### src/rtl/serializer_multilane.sv
// Parallel-to-serial converter with a hold register so that consecutive words stream
// out with no idle beat. Each word is sent over LANES lanes, N = WIDTH/LANES beats per word.
module serializer_multilane #(
  parameter int WIDTH     = 16,
  parameter int LANES     = 1,
  parameter bit MSB_FIRST = 1'b1,
  localparam int N        = WIDTH / LANES,
  localparam int CW       = (N > 1) ? $clog2(N) : 1
) (
  input  logic             CLK,
  input  logic             RESET,
  input  logic [WIDTH-1:0] PAR_IN,
  input  logic             PAR_VALID,
  output logic             PAR_READY,
  output logic [LANES-1:0] SERIAL_OUT,
  output logic             FRAME,
  output logic             ACTIVE,
  output logic [CW-1:0]    COUNT
);

  // state   | meaning
  // S_IDLE  | nothing to send, outputs held at zero
  // S_SHIFT | shift word on the lanes, r_cnt is the beat index
  typedef enum logic {S_IDLE, S_SHIFT} state_t;

  state_t           r_state, w_state_nxt;
  logic [WIDTH-1:0] r_word, w_word_nxt;
  logic [WIDTH-1:0] r_hold, w_hold_nxt;
  logic             r_hold_valid, w_hold_valid_nxt;
  logic [CW-1:0]    r_cnt, w_cnt_nxt;
  logic [LANES-1:0] r_serial, w_serial_nxt;
  logic             r_frame, w_frame_nxt;
  logic             w_accept;
  logic             w_last;
  logic             w_loadable;

  function automatic logic [LANES-1:0] beat_slice(input logic [WIDTH-1:0] word,
                                                  input logic [CW-1:0]    idx);
    logic [WIDTH-1:0] sh;
    if (MSB_FIRST) sh = word >> (WIDTH - (int'(idx) + 1) * LANES);
    else           sh = word >> (int'(idx) * LANES);
    return sh[LANES-1:0];
  endfunction

  assign PAR_READY  = ~r_hold_valid & ~RESET;
  assign w_accept   = PAR_VALID & PAR_READY;
  assign w_last     = (r_cnt == CW'(N - 1));
  assign w_loadable = (r_state == S_IDLE) | w_last;

  always_comb begin
    w_state_nxt      = r_state;
    w_word_nxt       = r_word;
    w_cnt_nxt        = r_cnt;
    w_hold_nxt       = r_hold;
    w_hold_valid_nxt = r_hold_valid;

    if (w_loadable && r_hold_valid) begin
      w_state_nxt      = S_SHIFT;
      w_word_nxt       = r_hold;
      w_cnt_nxt        = '0;
      w_hold_valid_nxt = w_accept;
      if (w_accept) w_hold_nxt = PAR_IN;
    end else if (w_loadable && w_accept) begin
      // hold bypass: an empty hold and a free shift stage take the word directly
      w_state_nxt = S_SHIFT;
      w_word_nxt  = PAR_IN;
      w_cnt_nxt   = '0;
    end else if (w_loadable) begin
      w_state_nxt = S_IDLE;
      w_cnt_nxt   = '0;
    end else begin
      w_cnt_nxt = r_cnt + CW'(1);
      if (w_accept) begin
        w_hold_nxt       = PAR_IN;
        w_hold_valid_nxt = 1'b1;
      end
    end

    w_serial_nxt = '0;
    w_frame_nxt  = 1'b0;
    if (w_state_nxt == S_SHIFT) begin
      w_serial_nxt = beat_slice(w_word_nxt, w_cnt_nxt);
      w_frame_nxt  = (w_cnt_nxt == '0);
    end
  end

  always_ff @(posedge CLK) begin
    if (RESET) begin
      r_state      <= S_IDLE;
      r_word       <= '0;
      r_cnt        <= '0;
      r_hold       <= '0;
      r_hold_valid <= 1'b0;
      r_serial     <= '0;
      r_frame      <= 1'b0;
    end else begin
      r_state      <= w_state_nxt;
      r_word       <= w_word_nxt;
      r_cnt        <= w_cnt_nxt;
      r_hold       <= w_hold_nxt;
      r_hold_valid <= w_hold_valid_nxt;
      r_serial     <= w_serial_nxt;
      r_frame      <= w_frame_nxt;
    end
  end

  assign SERIAL_OUT = r_serial;
  assign FRAME      = r_frame;
  assign ACTIVE     = (r_state == S_SHIFT);
  assign COUNT      = r_cnt;

endmodule

### config.mk
export PLATFORM = sky130hd
export DESIGN_NAME = serializer_multilane
export DESIGN_NICKNAME = d
export VERILOG_FILES = /design/src/rtl/serializer_multilane.sv
export SDC_FILE = /design/constraint.sdc
export NUM_CORES = 1
export LEC_CHECK = 0
export CAP_MARGIN = 25
export CORE_AREA = 2 2 66 68
export CTS_CLUSTER_DIAMETER = 50
export CTS_CLUSTER_SIZE = 24
export DETAILED_ROUTE_END_ITERATION = 6
export DIE_AREA = 0 0 68 70
export PLACE_DENSITY = 0.73
export SLEW_MARGIN = 40
export SYNTH_ARGS = -nofsm -noshare
export SYNTH_HDL_FRONTEND = slang
export SYNTH_SLANG_ARGS = --single-unit
### constraint.sdc
create_clock -name CLK -period 1.83 [get_ports CLK]
set_input_delay 0.183 -clock CLK [delete_from_list [all_inputs] [get_ports CLK]]
set_output_delay 0.183 -clock CLK [all_outputs]
set_load 0.05 [all_outputs]
==> metrics.txt <==
internal power=1.363 mW; Crit path max-delay family=compound AO/OA/AOI/OAI gates; Sw Ratio=0.2836; Syn Nets=250; WP data required=2.03 ns; reg-to-reg setup timing slack=0.03 ns; die height=70 µm; fmax=0.5556 GHz; Finished Cell Area=2614 µm²; power per cell area=727.9 nW/µm²; Setup WS post-layout=0.03001 ns; clock latency on the worst-skew pair=0.29 ns; Tmin final=1.800 ns; Crit Path Max Fanout=23; Post-synth EDFFs=0; Mapped Area=1888 µm²; WHS Path Cells=3; largest net degree at the start of global routing=40; antenna-violating nets left=0; Routed WL=5.238 mm; first-pass GRT wire length=8.728 mm; initial antenna violation count=0; crit-path cells=ha_4, and3_4, nor2_2, buf_12, nand4b_1, o21ai_0, a211oi_1, o32ai_1; Synth Area in Compound Gates=0.2512; Final Cycle Share=0.9836; worst hold path class=primary input to register; reg-to-reg endpoint=SERIAL_OUT; fin. max-slew vios=0; register share of total power=0.496; synth top area cells=dfxtp_1 42%, nand2_1 7.4%, nand3_1 5.0%, a21oi_1 4.8%, o22ai_1 3.6%; die outline width=68 µm; drt drc=0; Clk network pwr share=0.297; First-pass DRT Iterations=4; TritonCTS Buffers=5; VDD IR max=0.4448 mV; dominant cell type by area after synthesis=dfxtp_1; Clock Root Buffer=clkbuf_8; I/O Pins=27; Post-Synth Adder-Cell Area=0.006627; DR iter-0 viols=148; initial cell density of the core=0.4556; TritonCTS clock tree=built; synthesis-to-layout area growth=38.44%; CTS clk-pin slew, worst paths=0.08 ns; # nets final=297; Synth Area per Inst=8.209 µm²; Tot GR Track Use=0.2429; sequential share of the synthesized area=0.4241; Vias=1911; status=completed; Post-Synthesis Cells=230; TNS Setup=0 ns; Place WS=-0.4070 ns; Seq cells post-synth=40; quantity of I/O buffers inserted on ports=26; largest family of logic cells by synthesized area=compound AO/OA/AOI/OAI gates; Worst Min Path Start=PAR_VALID; Power Total=1.903 mW; Synth Flop Type=dfxtp_1; htree depth=2; post-place instance area=2449 µm²; CTS Hold Buffers Added=0; Slowest cell on crit path=dfxtp_4; CP Capture Type=register; layout cells sized above 1=0.2554; Reg2Reg Depth=8; hold endpoint=r_hold_valid; synth warn=0; vias in the first global route=1823; Sink Count=40; post-synthesis simple-gate area fraction=0.2406; Multi-input gate area=1102 µm²; Finish-stage setup viols=0; RSZ-0062 raised after global routing=true; Sequential cell area=814.5 µm²; Rows=24; Rel. slew slack=0.6717; r2r startpoint=COUNT[1]; Die Footprint=4760 µm²; Synth Area in XOR/XNOR=0.009278; startpoint types=register; hpwl dp=3.682 mm; Arrival @ worst endpoint=2.00 ns; final hold vios=0; vias per inst=5.791; combinational share of power=0.207; skew final=0.008367 ns; mux share of post-synthesis cell area=0.01590; Netlist cell types=45; worst-case clock buffer depth=2; drt wl/cell=15.87 µm; Sw Pwr=539.5 µW; # diodes=0; grt total ovfl=0; leakage=0.9320 nW; crit path kind=register to register; Core Region=4144 µm²; Buffers & Inverters on Critical Path=1; Final GP Congestion=0.9016; max incr delay on CP=0.36 ns; ys async rst share=0; fill count=366; Yosys top cell area share=0.4241; Worst-Margin Slew=0.4909 ns; max_cap viols=0
[stage by stage]
stage	hold WS, ns	util	instances
3_3_place_gp	0.4437	0.5909	321
6_report	0.2226	0.6307	330
5_1_grt	0.2666	0.6307	330
4_1_cts	0.4575	0.6205	330
3_5_place_dp	0.4474	0.5909	321
2_1_floorplan	0.2528	-	230
[worst max-delay path by stage]
stage | start | endpoint | depth (start not counted)
after floorplan | r_hold_valid | SERIAL_OUT | 8
after global placement | PAR_VALID | SERIAL_OUT | 7
after detailed placement | PAR_VALID | SERIAL_OUT | 7
after CTS | PAR_VALID | SERIAL_OUT | 7
after global routing | COUNT[1] | SERIAL_OUT | 8
final | COUNT[1] | SERIAL_OUT | 8
[flip-flops by register name, indices dropped and copies added, names as in the netlist]
| signal | cells |
|---|---|
| SERIAL_OUT | 1 |
| COUNT | 4 |
| r_word | 16 |
| ACTIVE | 1 |
| r_hold_valid | 1 |
| r_hold | 16 |
| FRAME | 1 |
[logic make-up after synthesis]
logic type,count (synthesis)
mux,3
buf+inv,22
xor+xnor,2
simple gates,95
fa+ha+maj,1
flops,40
compound gates,67
[synthesized netlist by cell type, types with 2 or more instances]
master	number
nor3b_1	2
o21ai_1	4
nor3_1	6
nor2_1	16
a211oi_1	6
dfxtp_1	40
nand2_1	37
a311oi_1	6
and3_1	2
buf_4	2
inv_1	3
a31oi_1	3
a2111oi_0	2
nand3_1	19
a21oi_1	18
clkbuf_1	13
o211ai_1	4
xor2_1	2
o21ai_0	4
nor4_1	2
o22ai_1	11
mux2i_1	3
nor2b_1	3
[layer usage]
layer / vias to the layer above / GRT usage / share of wire
li1: 939 / - / -
met1: 909 / 0.3333 / 0.44
met2: 55 / 0.3646 / 0.50
met3: 8 / 0.05958 / 0.048
met4: 0 / 0.09111 / 0.013
met5: - / 0 / 0
[worst register-to-register path: cells and delay by family, from the launching register on]
kind / cells / cell delay (ns)
AOI/OAI and AO/OA: 3 / 0.52
adders and majority gates: 1 / 0.17
buffers and inverters: 1 / 0.20
DFF: 1 / 0.36
and+or+nand+nor: 3 / 0.45
[repair_timing]
item | CTS | global route
gates resized for setup | 7 | 8
buffers inserted | 1 | 0
pin swaps | 2 | 5
endpoints found under the setup margin | 1 | 4
[cells in the final DEF, fill, tap and decap left out, types with 3 or more instances in the layout]
cell,n
nand2_1,36
dfxtp_1,35
buf_4,29
clkdlybuf4s50_1,23
nand3_1,18
a21oi_1,17
nor2_1,15
o22ai_1,9
nor3_1,6
a211oi_1,6
a311oi_1,5
clkbuf_8,5
o211ai_1,4
o21ai_0,4
dfxtp_4,3
nor3b_2,3
nor2b_1,3
mux2i_1,3
inv_1,3
buf_12,3
[layout make-up]
cell class,instances,area share
multi-input cells,168,0.4217
flip-flops and latches,40,0.3116
repair buffers,57,0.2034
clock buffers,7,0.02920
well taps,52,0.02489
inverters,5,0.007180
clock inverters,1,0.001915
[power groups by stage]
stage               clock [mW]  sequential, mW  combinational [mW]
global route             0.618           0.948               0.426
floorplan                    0           0.975               0.197
global placement             0           0.959               0.371
CTS                      0.581           0.942               0.386
finish                   0.565           0.944               0.394
detailed placement           0           0.962               0.376
(Power assumes the default switching activity.)
